==> config.mk <==
export PLATFORM = sky130hd
export DESIGN_NAME = mem_wb_stage
export DESIGN_NICKNAME = d
export VERILOG_FILES = /design/src/rtl/mips_pkg.sv /design/src/rtl/mem_wb_stage.sv
export SDC_FILE = /design/constraint.sdc
export NUM_CORES = 1
export LEC_CHECK = 0
export ABC_AREA = 1
export CORE_UTILIZATION = 35
export DETAILED_ROUTE_END_ITERATION = 12
export HOLD_SLACK_MARGIN = 0.1
export PLACE_DENSITY = 0.65
export REMOVE_ABC_BUFFERS = 1
export SETUP_SLACK_MARGIN = 0.02
export SYNTH_ARGS = -nofsm -noshare
export SYNTH_HDL_FRONTEND = slang
export SYNTH_SLANG_ARGS = --single-unit
==> constraint.sdc <==
create_clock -name clk -period 3.4 [get_ports clk]
set_input_delay 0.51 -clock clk [delete_from_list [all_inputs] [get_ports clk]]
set_output_delay 0.51 -clock clk [all_outputs]
set_load 0.01 [all_outputs]
==> src/rtl/mips_pkg.sv <==
// Shared constants for the 5-stage MIPS core.
package mips_pkg;

  localparam int unsigned DATA_W   = 32;
  localparam int unsigned REG_AW   = 5;
  localparam int unsigned REG_ZERO = 0;
  localparam int unsigned CNT_W    = 32;

endpackage : mips_pkg

==> src/rtl/mem_wb_stage.sv <==
// MEM/WB pipeline register, write-back selector and retired-instruction counter.
module mem_wb_stage
  import mips_pkg::*;
#(
  parameter int unsigned DATA_W = mips_pkg::DATA_W,
  parameter int unsigned REG_AW = mips_pkg::REG_AW
) (
  input  logic              clk,
  input  logic              reset,
  input  logic              inValid,
  input  logic              RegWrite,
  input  logic              MemtoReg,
  input  logic [DATA_W-1:0] Rdata,
  input  logic [DATA_W-1:0] Address,
  input  logic [REG_AW-1:0] inst,
  input  logic              Stall,
  input  logic              Flush,
  output logic              WbEn,
  output logic [REG_AW-1:0] WbReg,
  output logic [DATA_W-1:0] WbData,
  output logic              FwdValid,
  output logic [REG_AW-1:0] FwdReg,
  output logic [DATA_W-1:0] FwdData,
  output logic [CNT_W-1:0]  RetireCount
);

  logic              valid;
  logic              regwrite;
  logic              memtoreg;
  logic [DATA_W-1:0] rdata;
  logic [DATA_W-1:0] alu;
  logic [REG_AW-1:0] dst;
  logic [CNT_W-1:0]  count;

  // Slot capture with priority reset > flush > stall > capture; a slot retires when it leaves.
  always_ff @(posedge clk) begin
    if (reset) begin
      valid    <= 1'b0;
      regwrite <= 1'b0;
      memtoreg <= 1'b0;
      rdata    <= '0;
      alu      <= '0;
      dst      <= '0;
      count    <= '0;
    end else if (Flush) begin
      valid    <= 1'b0;
      regwrite <= 1'b0;
      memtoreg <= 1'b0;
      rdata    <= '0;
      alu      <= '0;
      dst      <= '0;
    end else if (!Stall) begin
      valid    <= inValid;
      regwrite <= RegWrite;
      memtoreg <= MemtoReg;
      rdata    <= Rdata;
      alu      <= Address;
      dst      <= inst;
      if (valid) begin
        count <= count + CNT_W'(1);
      end
    end
  end

  // Write-back select and r0-suppressed enable, driven only from stage registers.
  always_comb begin
    WbData      = memtoreg ? rdata : alu;
    WbEn        = valid && regwrite && (dst != REG_AW'(REG_ZERO));
    WbReg       = dst;
    FwdValid    = WbEn;
    FwdReg      = WbReg;
    FwdData     = WbData;
    RetireCount = count;
  end

endmodule : mem_wb_stage
== Word level (Yosys, flattened, before mapping) ==
Cells that the tools add are included.

* Flip-flop bits (word level): 104
* Input port bits: 76
* Word-level logic and storage cells: 16

* Add/sub/neg operators: 1
* Muxes and demuxes: 1
* Bitwise gates (word level): 2
* Reductions and logical operators: 5

{| class="wikitable"
|+ Operators with widths
! operator !! count
|-
| $add A32 B1 Y32 const B || 1
|-
| $mux W32 || 1
|-
| $reduce_bool A5 Y1 || 1
|-
| $reduce_and A3 Y1 || 1
|-
| $logic_and A1 B1 Y1 || 2
|-
| $not A1 Y1 || 2
|-
| $reduce_or A2 Y1 || 1
|}

== Longest topological paths before layout ==
* Depth in word-level cells: 2
* Mapped depth: 11

== Least setup slack after synthesis ==
Ideal clock, no wire load.

* Path type: reg-to-output
* Start point: reg memtoreg
* End point: out WbData[16]
* Data arrival time: 1.251 ns
* Path slack: 1.639 ns
* Stages on the path, launching flop included: 6
* Cells stage by stage: dfxtp_1 -> clkbuf_1 -> clkbuf_1 -> nand2_1 -> o21ai_0 -> buf_4

* Word-level cells in the longest chain between the ends: 1

{| class="wikitable"
|+ Ends and longest elaborated chain
! what !! RTL line !! RTL
|-
| start, declared || mem_wb_stage.sv:29 || <nowiki>logic memtoreg;</nowiki>
|-
| start signal, assigned || mem_wb_stage.sv:55 || <nowiki>memtoreg <= MemtoReg;</nowiki>
|-
| $mux W32 || mem_wb_stage.sv:67 || <nowiki>WbData = memtoreg ? rdata : alu;</nowiki>
|-
| end, declared || mem_wb_stage.sv:20 || <nowiki>output logic [DATA_W-1:0] WbData,</nowiki>
|}

No other way between the ends.

== Final worst setup path ==
* Start point: reg memtoreg
* End point: out FwdData[19]

* Word-level cells in the longest chain between the ends: 1

{| class="wikitable"
|+ Ends and longest elaborated chain
! what !! RTL line !! RTL
|-
| $mux W32 || mem_wb_stage.sv:67 ||
|-
| end, declared || mem_wb_stage.sv:23 || <nowiki>output logic [DATA_W-1:0] FwdData,</nowiki>
|}

No other way between the ends.

==> results.sh <==
export IMPL_boundaryPins=184
export IMPL_area_delta_synth_final_pct=39.2
export IMPL_power_density_nw_per_um2=375
export IMPL_cap_violations=0
export IMPL_cts_sinks=104
export IMPL_grt_setup_unrepaired="false"
export IMPL_reg2reg_from="RetireCount[1]"
export IMPL_via_count=4779
export IMPL_slew_headroom=0.377
export IMPL_synth_top_area_share=0.415
export IMPL_numCtsBuffers=9
export IMPL_timing_fmax_mhz=379
export IMPL_cts_resized=0
export IMPL_grt_first_pass_wirelength_mm=22.0
export IMPL_yosysSeqAreaShare=0.415
export IMPL_crit_path_end_kind="output pin"
export IMPL_fin_crit_sh=0.776
export IMPL_ys_seq_elements=104
export IMPL_worstHoldPathCells=2
export IMPL_placed_area_um2=6690
export IMPL_crit_fanout=31
export IMPL_grt_total_usage=0.191
export IMPL_synth_top_area_cell="dfxtp_1"
export IMPL_design_area_um2=6980
export IMPL_yosysUniqueCellTypes=26
export IMPL_period_minus_slack_ns=2.64
export IMPL_worst_pin_slew_ns=0.935
export IMPL_r2r_slack_ns=1.76
export IMPL_dr_pass1_iters=4
export IMPL_cp_required_ns=2.89
export IMPL_clk_pin_slew_ns=0.07
export IMPL_place_gp_congestion=0.811
export IMPL_grt_pass1_vias=4264
export IMPL_root_buffer="clkbuf_16"
export IMPL_cp_arrival_ns=2.13
export IMPL_cts_htree_levels=3
export IMPL_syn_area_um2=5010
export IMPL_power_mw=2.62
export IMPL_setup_viol=0
export IMPL_drive_gt1_frac=0.0529
export IMPL_die_w_um=122
export IMPL_min_from="Stall"
export IMPL_routed_wl_mm=13.9
export IMPL_slew_violations=0
export IMPL_grt_max_degree=96
export IMPL_cts_tree="built"
export IMPL_synthCells=720
export IMPL_avgSynthCellArea_um2=6.96
export IMPL_worstSetupPathType="reg -> out"
export IMPL_final_cell_mix="182 x nand2_1, 182 x clkdlybuf4s50_1, 103 x dfxtp_1"
export IMPL_num_rows=43
export IMPL_holdBufCountCts=0
export IMPL_timing_rr_end="RetireCount[30]"
export IMPL_status="complete, no violations"
export IMPL_p_leak_nw=2.51
export IMPL_rr_worst_depth=8
export IMPL_drc=0
export IMPL_setup_tns_ns=0
export IMPL_overflow=0
export IMPL_yosys_top_cells_area="dfxtp_1 42%, nand2_1 14%, nor2_1 6.4%, buf_4 5.7%, inv_1 5.6%"
export IMPL_clk_path_buf_depth=2
export IMPL_final_antenna_net_count=0
export IMPL_drtIter0Drc=266
export IMPL_routed_via_density=4.64
export IMPL_clk_latency_ns=0.35
export IMPL_ys_warn_count=0
export IMPL_hp_class="in -> reg"
export IMPL_fin_nets=924
export IMPL_die_area_um2=14800
export IMPL_final_hold_viol_count=0
export IMPL_routedWlPerCell_um=13.4
export IMPL_min_to="alu[13]"
export IMPL_port_buffers=183
export IMPL_peakVddDrop_mv=0.343
export IMPL_die_h_um=122
export IMPL_fp_coreArea_um2=13900
export IMPL_worst_setup_path_start_kind="register"
export IMPL_antenna_found_initial=0
export IMPL_initial_core_util=0.360
export IMPL_cts_setup_buffers=0
export IMPL_dp_hpwl_mm=10.1
export IMPL_whs_ns=0.451
export IMPL_skew_ns=0.0105
export IMPL_antennaDiodeCount=0
per-stage QoR:
step                worst slack (ns)   util  cells
floorplan                       1.08      -    648
global placement                1.09  0.480   1016
detailed placement              1.10  0.480   1016
CTS                            0.731  0.501   1031
global route                   0.581  0.501   1031
finish                         0.762  0.501   1031
flip-flops by register name, summed over array words and instances (netlist names):
name         count
FwdReg           5
RetireCount     32
alu             32
memtoreg         1
rdata           32
regwrite         1
valid            1
worst max-delay path, cell delays in order, from the launching register on:
cell and delay (ns):
dfxtp_2 0.64, buf_4 0.29, nand2_1 0.06, o21ai_0 0.16, clkdlybuf4s50_1 0.62
power by group:
group          internal [mW]  leakage [nW]  switching [mW]
registers               1.25         0.846          0.0163
logic                  0.174          1.52           0.142
clock network          0.584         0.145           0.450
logic make-up (layout without fill, tap and decap cells):
logic type / count (synthesis) / count (layout) / synth area share
AO/OA/AOI/OAI: 132 / 132 / 0.149
flip-flops: 104 / 104 / 0.415
buffers and inverters: 148 / 279 / 0.144
XOR/XNOR: 2 / 2 / 0.00350
adder cells (fa/ha/maj): 1 / 1 / 0.00250
AND/OR/NAND/NOR: 333 / 333 / 0.286
worst max path at each step:
stage             start          end  cells past startpoint
2_1_floorplan     reset       alu[0]                      3
3_3_place_gp      reset       alu[2]                      5
3_5_place_dp      reset      alu[22]                      5
4_1_cts        memtoreg  FwdData[19]                      4
5_1_grt        memtoreg  FwdData[19]                      4
6_report       memtoreg  FwdData[19]                      4
synthesized netlist by cell type:
library cell    n
nand2_1       183
dfxtp_1       104
nor2_1         86
inv_1          75
a21oi_1        54
o21ai_0        40
buf_4          38
a211oi_1       32
nand3_1        31
clkbuf_1       25
nand4_1         8
nor2_2          8
nor2_4          6
buf_2           4
buf_1           3
nand2_2         3
nand3_2         3
nor3_1          3
o21ai_1         3
buf_6           2
nand3_4         2
o21a_1          2
xor2_1          2
ha_1            1
inv_4           1
o21bai_1        1
layout make-up:
class / count / area [µm²]
Fill cell: 1380 / 6960
Multi-Input combinational cell: 468 / 2210
Sequential cell: 104 / 2080
Timing Repair Buffer: 188 / 1880
Tap cell: 180 / 225
Clock buffer: 11 / 243
Clock inverter: 4 / 45.0
Inverter: 76 / 288
layer usage:
metal / share of wire / GRT usage / routed length [µm] / up-vias
li1: - / - / - / 2512
met1: 0.45 / 0.234 / 6270 / 2138
met2: 0.47 / 0.322 / 6530 / 119
met3: 0.065 / 0.0655 / 903 / 10
met4: 0.011 / 0.0448 / 159 / 0
met5: 0 / 0 / 0 / -
Note: power is estimated with default switching activity, not from simulation.
